### config.mk
export PLATFORM = sky130hd
export DESIGN_NAME = uart_tx_fifo_feeder_flat
export DESIGN_NICKNAME = d
export VERILOG_FILES = /design/src/rtl/uart_tx_fifo_feeder_if.sv /design/src/rtl/uart_tx_fifo_feeder.sv /design/src/flat_wrapper.sv
export SDC_FILE = /design/constraint.sdc
export NUM_CORES = 1
export LEC_CHECK = 0
export ABC_AREA = 1
export CAP_MARGIN = 10
export CORE_ASPECT_RATIO = 1.75
export CORE_MARGIN = 5
export CORE_UTILIZATION = 30
export CTS_BUF_LIST = sky130_fd_sc_hd__clkbuf_4
export DETAILED_ROUTE_END_ITERATION = 10
export PLACE_DENSITY = 0.56
export SYNTH_ARGS = -nofsm -noshare
export SYNTH_HDL_FRONTEND = slang
export SYNTH_SLANG_ARGS = --single-unit
### constraint.sdc
create_clock -name clk -period 1.9 [get_ports clk]
set_input_delay 0.57 -clock clk [delete_from_list [all_inputs] [get_ports clk]]
set_output_delay 0.57 -clock clk [all_outputs]
set_load 0.05 [all_outputs]
### src/rtl/uart_tx_fifo_feeder_if.sv
// Host-write and transmitter-launch signals of uart_tx_fifo_feeder.
// Optional overflow flag ports exist only when UART_TXF_OVERFLOW_EN is defined.
interface uart_tx_fifo_feeder_if #(
    parameter int DATA_W = 8,
    parameter int DEPTH  = 16
);
    localparam int ADDR_W = $clog2(DEPTH);

    logic              wr_en;
    logic [DATA_W-1:0] wr_data;
    logic              full;
    logic              empty;
    logic [ADDR_W:0]   count;
    logic              tx_busy;
    logic              tx_start;
    logic [DATA_W-1:0] tx_data;
`ifdef UART_TXF_OVERFLOW_EN
    logic              overflow;
    logic              ovf_clr;
`endif

    // Handshakes: wr_en is a one-cycle push that is taken only when full=0 at the
    // same edge. tx_start is a level request with tx_data held stable until the
    // transmitter raises tx_busy; a new request is made only after tx_busy is low.
`ifdef UART_TXF_OVERFLOW_EN
    modport master (output wr_en, wr_data, tx_busy, ovf_clr,
                    input  full, empty, count, tx_start, tx_data, overflow);
    modport slave  (input  wr_en, wr_data, tx_busy, ovf_clr,
                    output full, empty, count, tx_start, tx_data, overflow);
`else
    modport master (output wr_en, wr_data, tx_busy,
                    input  full, empty, count, tx_start, tx_data);
    modport slave  (input  wr_en, wr_data, tx_busy,
                    output full, empty, count, tx_start, tx_data);
`endif
endinterface

### src/rtl/uart_tx_fifo_feeder.sv
// Byte FIFO and launch FSM feeding a UART transmitter one byte per tx_start/tx_busy handshake.
// Optional sticky overflow flag enabled by defining UART_TXF_OVERFLOW_EN.
module uart_tx_fifo_feeder #(
    parameter int DATA_W = 8,
    parameter int DEPTH  = 16
) (
    input  logic                  clk,
    input  logic                  reset_n,
    uart_tx_fifo_feeder_if.slave  bus,
    output logic [1:0]            state_dbg
);
    localparam int ADDR_W = $clog2(DEPTH);

    typedef enum logic [1:0] {
        IDLE   = 2'd0,
        LAUNCH = 2'd1,
        DRAIN  = 2'd2
    } state_t;

    state_t            state_q, state_d;
    logic [ADDR_W:0]   wr_ptr_q, wr_ptr_d;
    logic [ADDR_W:0]   rd_ptr_q, rd_ptr_d;
    logic [ADDR_W:0]   count_q, count_d;
    logic              full_q, full_d;
    logic              empty_q, empty_d;
    logic              tx_start_q, tx_start_d;
    logic [DATA_W-1:0] tx_data_q, tx_data_d;
    logic [DATA_W-1:0] mem_q [DEPTH];
    logic              push;
    logic              pop;

    always_comb begin
        state_d    = state_q;
        tx_start_d = tx_start_q;
        tx_data_d  = tx_data_q;
        pop        = 1'b0;
        push       = bus.wr_en && !full_q;
        case (state_q)
            // Refusing to launch while busy is high keeps a stale busy from
            // swallowing a request.
            IDLE: begin
                if (!empty_q && !bus.tx_busy) begin
                    pop        = 1'b1;
                    tx_start_d = 1'b1;
                    tx_data_d  = mem_q[rd_ptr_q[ADDR_W-1:0]];
                    state_d    = LAUNCH;
                end
            end
            LAUNCH: begin
                if (bus.tx_busy) begin
                    tx_start_d = 1'b0;
                    state_d    = DRAIN;
                end
            end
            DRAIN: begin
                if (!bus.tx_busy) begin
                    state_d = IDLE;
                end
            end
            default: begin
                tx_start_d = 1'b0;
                state_d    = IDLE;
            end
        endcase

        wr_ptr_d = wr_ptr_q + {{ADDR_W{1'b0}}, push};
        rd_ptr_d = rd_ptr_q + {{ADDR_W{1'b0}}, pop};
        // Pointers carry one extra wrap bit, so occupancy is their modular difference.
        count_d  = wr_ptr_d - rd_ptr_d;
        empty_d  = (wr_ptr_d == rd_ptr_d);
        full_d   = (wr_ptr_d[ADDR_W] != rd_ptr_d[ADDR_W]) &&
                   (wr_ptr_d[ADDR_W-1:0] == rd_ptr_d[ADDR_W-1:0]);
    end

    always_ff @(posedge clk or negedge reset_n) begin
        if (!reset_n) begin
            state_q    <= IDLE;
            wr_ptr_q   <= '0;
            rd_ptr_q   <= '0;
            count_q    <= '0;
            full_q     <= 1'b0;
            empty_q    <= 1'b1;
            tx_start_q <= 1'b0;
            tx_data_q  <= '0;
        end else begin
            state_q    <= state_d;
            wr_ptr_q   <= wr_ptr_d;
            rd_ptr_q   <= rd_ptr_d;
            count_q    <= count_d;
            full_q     <= full_d;
            empty_q    <= empty_d;
            tx_start_q <= tx_start_d;
            tx_data_q  <= tx_data_d;
        end
    end

    // Storage needs no reset: entries are only read after being written.
    always_ff @(posedge clk) begin
        if (push) begin
            mem_q[wr_ptr_q[ADDR_W-1:0]] <= bus.wr_data;
        end
    end

`ifdef UART_TXF_OVERFLOW_EN
    logic overflow_q, overflow_d;

    always_comb begin
        overflow_d = overflow_q;
        if (bus.ovf_clr) begin
            overflow_d = 1'b0;
        end
        if (bus.wr_en && full_q) begin
            overflow_d = 1'b1;
        end
    end

    always_ff @(posedge clk or negedge reset_n) begin
        if (!reset_n) begin
            overflow_q <= 1'b0;
        end else begin
            overflow_q <= overflow_d;
        end
    end

    assign bus.overflow = overflow_q;
`endif

    assign bus.full     = full_q;
    assign bus.empty    = empty_q;
    assign bus.count    = count_q;
    assign bus.tx_start = tx_start_q;
    assign bus.tx_data  = tx_data_q;
    assign state_dbg    = state_q;
endmodule
### src/flat_wrapper.sv
// flat-port wrapper written by rule: the top's interface ports become plain ports
module uart_tx_fifo_feeder_flat 
#(
    parameter int DATA_W = 8,
    parameter int DEPTH  = 16
)
  (clk, reset_n, state_dbg, bus_wr_en, bus_wr_data, bus_tx_busy, bus_full, bus_empty, bus_count, bus_tx_start, bus_tx_data);
  uart_tx_fifo_feeder_if #(.DATA_W(DATA_W), .DEPTH(DEPTH)) bus_i ();
  input  logic clk;
  input  logic reset_n;
  output logic [1:0] state_dbg;
  input wire logic [$bits(bus_i.wr_en)-1:0] bus_wr_en;
  input wire logic [$bits(bus_i.wr_data)-1:0] bus_wr_data;
  input wire logic [$bits(bus_i.tx_busy)-1:0] bus_tx_busy;
  output wire logic [$bits(bus_i.full)-1:0] bus_full;
  output wire logic [$bits(bus_i.empty)-1:0] bus_empty;
  output wire logic [$bits(bus_i.count)-1:0] bus_count;
  output wire logic [$bits(bus_i.tx_start)-1:0] bus_tx_start;
  output wire logic [$bits(bus_i.tx_data)-1:0] bus_tx_data;
  assign bus_i.wr_en = bus_wr_en;
  assign bus_i.wr_data = bus_wr_data;
  assign bus_i.tx_busy = bus_tx_busy;
  assign bus_full = bus_i.full;
  assign bus_empty = bus_i.empty;
  assign bus_count = bus_i.count;
  assign bus_tx_start = bus_i.tx_start;
  assign bus_tx_data = bus_i.tx_data;
  uart_tx_fifo_feeder #(.DATA_W(DATA_W), .DEPTH(DEPTH)) u_core (.clk(clk), .reset_n(reset_n), .bus(bus_i), .state_dbg(state_dbg));
endmodule
### Yosys cells after proc, flatten, opt, wreduce, memory -nomap -nowiden

Memories as Yosys holds them, arrays and structs flattened. A register that Yosys moved wholly into a read port is not among the register bits.
Index checks and enable logic that the tools add are counted.
Widths: inputs -> output; s select.

* register bits: 20
* latch bits: 0
* memory bits (writable): 128
* ROM bits: 0
* bits of input ports: 12
* output and inout bits: 18
* word-level logic and storage cells: 42
* memories kept: 1

* $add $sub $neg: 3
* $mul: 0
* div/mod/pow operators: 0
* $lt $le $gt $ge: 0
* eq/ne operators: 8
* shifts and indexed selects: 0
* muxes and demuxes: 11
* bitwise gates (word level): 1
* reductions and logical operators: 11

Memories
* u_core.mem_q: depth 16, bits a word 8, rd ports 1, clocked after memory_dff 1, write ports 1, RTL line uart_tx_fifo_feeder.sv:28 `logic [DATA_W-1:0] mem_q [DEPTH];`

Operators with widths (number)
* $add 5x1->5: 2
* $mux 1: 6
* $mux 2: 3
* $pmux 2 s3: 1
* $reduce_and 3->1: 2
* $eq 5x5->1: 1
* $sub 5x5->5: 1
* $eq 4x4->1: 1
* $logic_not 1->1: 4
* $ne 2x2->1 const B: 2
* $logic_and 1x1->1: 3
* $pmux 1 s3: 1
* $eq 2x1->1 const B: 1
* $eq 2x2->1 const B: 1
* $logic_not 2->1: 1
* $ne 2x1->1 const B: 1
* $reduce_and 2->1: 1
* $ne 1x1->1: 1
* $not 1->1: 1

### Logic depth before layout (Yosys ltp)

* word-level depth: 7
* mapped depth: 17
* depth with buffers taken out: 15

### Worst setup path before layout

OpenSTA, ideal clock, no wires.

* kind: flip-flop to flip-flop
* from: register u_core.full_q, in the netlist u_core.bus.full
* to: register u_core.count_q[4], in the netlist u_core.bus.count[4]
* library setup time: 0.117 ns
* arrival time: 2.134 ns
* data required time: 1.783 ns
* setup slack: -0.351 ns
* cell stages (with the launch flop): 14
* path buffers: 0
* clock period less this slack: 2.251 ns
* path through: dfrtp_1 -> nor2_1 -> ha_1 -> ha_1 -> inv_1 -> nand2_1 -> and2_4 -> ha_1 -> inv_1 -> nand2_1 -> nand2_1 -> nand3_1 -> nand3_1 -> nand2_1

* cells in the longest elaborated chain, start to end: 4

Ends and longest elaborated chain
* start: declaration: RTL line uart_tx_fifo_feeder.sv:24 `logic full_q, full_d;`
* start signal: assignment: RTL line uart_tx_fifo_feeder.sv:90 `full_q <= full_d;`
* $logic_not 1->1: RTL line uart_tx_fifo_feeder.sv:37 `push = bus.wr_en && !full_q;`
* $logic_and 1x1->1: RTL line uart_tx_fifo_feeder.sv:37
* $add 5x1->5: RTL line uart_tx_fifo_feeder.sv:66 `wr_ptr_d = wr_ptr_q + {{ADDR_W{1'b0}}, push};`
* via u_core.wr_ptr_d[1]: RTL line uart_tx_fifo_feeder.sv:21 `logic [ADDR_W:0] wr_ptr_q, wr_ptr_d;`
* $sub 5x5->5: RTL line uart_tx_fifo_feeder.sv:69 `count_d = wr_ptr_d - rd_ptr_d;`
* via u_core.count_d[4]: RTL line uart_tx_fifo_feeder.sv:23 `logic [ADDR_W:0] count_q, count_d;`
* end signal: assignment: RTL line uart_tx_fifo_feeder.sv:89 `count_q <= count_d;`
* end: declaration: RTL line uart_tx_fifo_feeder.sv:23

The timed path passes the listed nets, and every way through them passes these cells.
A chain may end at the register's enable or synchronous reset.

### Worst setup path after layout

* from: register u_core.empty_q, in the netlist u_core.bus.empty
* to: output bus_empty

RTL lines
* start: declaration: RTL line uart_tx_fifo_feeder.sv:25 `logic empty_q, empty_d;`
* start signal: assignment: RTL line uart_tx_fifo_feeder.sv:91 `empty_q <= empty_d;`
* end: declaration: RTL line flat_wrapper.sv:16 `output wire logic [$bits(bus_i.empty)-1:0] bus_empty;`

No word-level cell between the ends.

==> results.toml <==
[run]
cap_violations = 0

[yosys]
synthTopCellsByArea = "edfxtp_1 (60%), dfrtp_1 (10%), nand2_1 (6.2%)"
synth_flop_cell = "edfxtp_1"
async_reset_ff_share_pct = 17.9
synth_edf_count = 128
yosysTopAreaCell = "edfxtp_1"
post-synth-top-area-fraction_pct = 59.7
synth_area_um2 = 6440
synthCells = 525
synth_seq_area_share_pct = 70.6
synthesis.nets = 542
yosys_warnings = 0
synth_cell_types = 34
synth-seq-cells = 156
synth_area_per_cell_um2 = 12.3

[detailed_routing]
drc = 0
drt-wirelength-per-cell_um = 16.8
num_vias = 4121
vias_per_cell = 4.69
wl_um = 14800
postRouteAntennaNets = 0
drt-pass1-iter-count = 4
drt_iter0_drc = 331

[hold_path]
min_path_type = "primary input to async pin"

[sta]
layout_min_cycle_time_ns = 1.89
finClkSkew_ns = 0.0214
slew_headroom_pct = 75.1
rsz0062_at_grt = "yes"
fin_crit_sh_pct = 99.7
slew_violations = 0
finalSetupViolations = 0
hold_viol_final = 0
worst_slew_pin_slew_ns = 0.374
fmax_ghz = 0.528
finalSetupTns_ns = 0

[final_layout]
nets = 627
layout-drive-gt1-share_pct = 25.2
area_growth_pct = 20.1
final_common_cell = "edfxtp_1"
finish.utilization_pct = 36.3
stdcell_count = 879
final_cell_mix = "edfxtp_1 (128), nand2_1 (101), buf_4 (70), nor2_1 (66), o21ai_0 (27)"
finish.instance_area_um2 = 7730

[worst_setup_path]
crit_path_start_kind = "register"
critPathCaptureType = "primary output"
reg2reg_slack_ns = 0.10
crit_fanout = 2
crit_arrival_ns = 1.32
crit_type = "register to primary output"
rr_endpoint = "u_core.bus.count[4]$_DFF_PN0_"
r2r_cells = 13
crit_end = "bus_empty"
r2r_start = "u_core.wr_ptr_q[0]$_DFF_PN0_"
max_stage_delay_ns = 0.56
startpoint = "u_core.bus.empty$_DFF_PN1_"
crit_chain = "buf_6 -> buf_12"
required_ns = 1.33
critical_path.slowest_cell = "dfstp_2"

[clock_network]
cts_buffers = 17
cts_tree = "yes"
htree_levels = 4
clock-sinks = 156
cts.clk_slew.worst_paths_ns = 0.13
insertion_delay_ns = 0.54
clockBufferDepth = 2
cts_root_buffer = "clkbuf_4"
holdBufCountCts = 0

[power_and_ir_drop]
p_per_area_nw_per_um2 = 1570
leakagePower_nw = 2.99
total_power_mw = 12.1
ir_drop_v = 0.000572

[place]
port_buffers = 29
placed_cell_area_um2 = 7360
dp.cells = 840
place_congestion = 0.845
dp_hpwl_um = 10200

[floorplan]
pin_count = 30
die_h_um = 204
num_rows = 71
dieArea_um2 = 24600
die_x_um = 121
start_util_pct = 30.2
core_area_um2 = 21300

[run_status]
status = "complete, no violations"

[grt]
overflow = 0
grt_pass1_wl_um = 23700
grt.total_usage_pct = 12.7
antenna_found_initial = 1
grt_max_degree = 49
first_global_vias = 4398
[timing repair]
item / CTS / global route
gates resized for setup: 4 / 17
setup buffers: 4 / 2
endpoints found under the setup margin: 3 / 7
pin swaps: 2 / 5
[metrics by stage]
step | hold WS (ns) | setup WS (ns)
final | 0.400 | 0.00594
after global routing | 0.378 | -0.0844
after CTS | 0.357 | -0.0535
after detailed placement | 0.468 | -0.621
after global placement | 0.465 | -0.596
after floorplan | 0.274 | -0.0716
[cell families (layout without fill, tap and decap cells)]
logic type	count (synthesis)	after routing	share of synthesized area, %
simple gates	215	215	14.9
compound gates	83	83	6.80
mux	16	16	2.49
fa+ha+maj	5	5	0.972
buf+inv	46	144	3.60
flops	156	156	70.6
xor+xnor	4	4	0.661
other cells	0	1	0
[synth_stat cells (9+ instances only)]
library cell	n
o21ai_0	28
o22ai_1	16
buf_2	9
a21oi_1	16
o21ai_1	22
edfxtp_1	128
inv_1	18
dfrtp_1	27
nor2_1	69
mux2i_1	16
nand2_1	106
nand3_1	16
[worst max-delay path, delay by kind of cell, from the launching register on]
family                 cells  cell delay [ns]
DFF                        1             0.56
buffers and inverters      2             0.22
[worst min-delay path by stage]
stage / to / slack [ns] / from
2_1_floorplan: u_core.bus.count[0]$_DFF_PN0_ / 0.27 / reset_n
3_3_place_gp: u_core.bus.tx_start$_DFFE_PN0P_ / 0.47 / u_core.bus.tx_start$_DFFE_PN0P_
3_5_place_dp: u_core.bus.tx_data[5]$_DFFE_PN0P_ / 0.47 / u_core.bus.tx_data[5]$_DFFE_PN0P_
4_1_cts: u_core.state_dbg[1]$_DFFE_PN0P_ / 0.36 / reset_n
5_1_grt: u_core.state_dbg[1]$_DFFE_PN0P_ / 0.38 / reset_n
6_report: u_core.bus.tx_data[5]$_DFFE_PN0P_ / 0.40 / reset_n
[metal layers]
layer	wire length [um]	global-route usage, %	up-vias
met5	0	0	-
met4	671	7.58	0
met3	438	2.30	36
met2	8000	23.5	80
met1	5660	13.1	2005
li1	-	-	2000
[state kept, by name, indices dropped and copies added (netlist names)]
name and flops:
u_core.bus.full 1, u_core.rd_ptr_q 5, u_core.wr_ptr_q 5, u_core.mem_q 128
u_core.state_dbg 2, u_core.bus.tx_data 8, u_core.bus.count 5, u_core.bus.empty 1
u_core.bus.tx_start 1
[cell type report]
cell class,count,area [um2]
diodes,1,2.50
clock buffers,21,158
clock inverters,11,78.8
fillers,2057,13600
inverters,24,95.1
multi-input cells,323,1770
flip-flops and latches,156,4550
well taps,255,319
repair buffers,88,761
[power by group]
part | internal, mW | total, mW | switching, mW
registers | 4.31 | 4.65 | 0.341
logic | 2.11 | 5.67 | 3.56
clock network | 0.689 | 1.79 | 1.10
total | 7.11 | 12.1 | 5.00
Note: power is estimated with default switching activity, not from simulation.
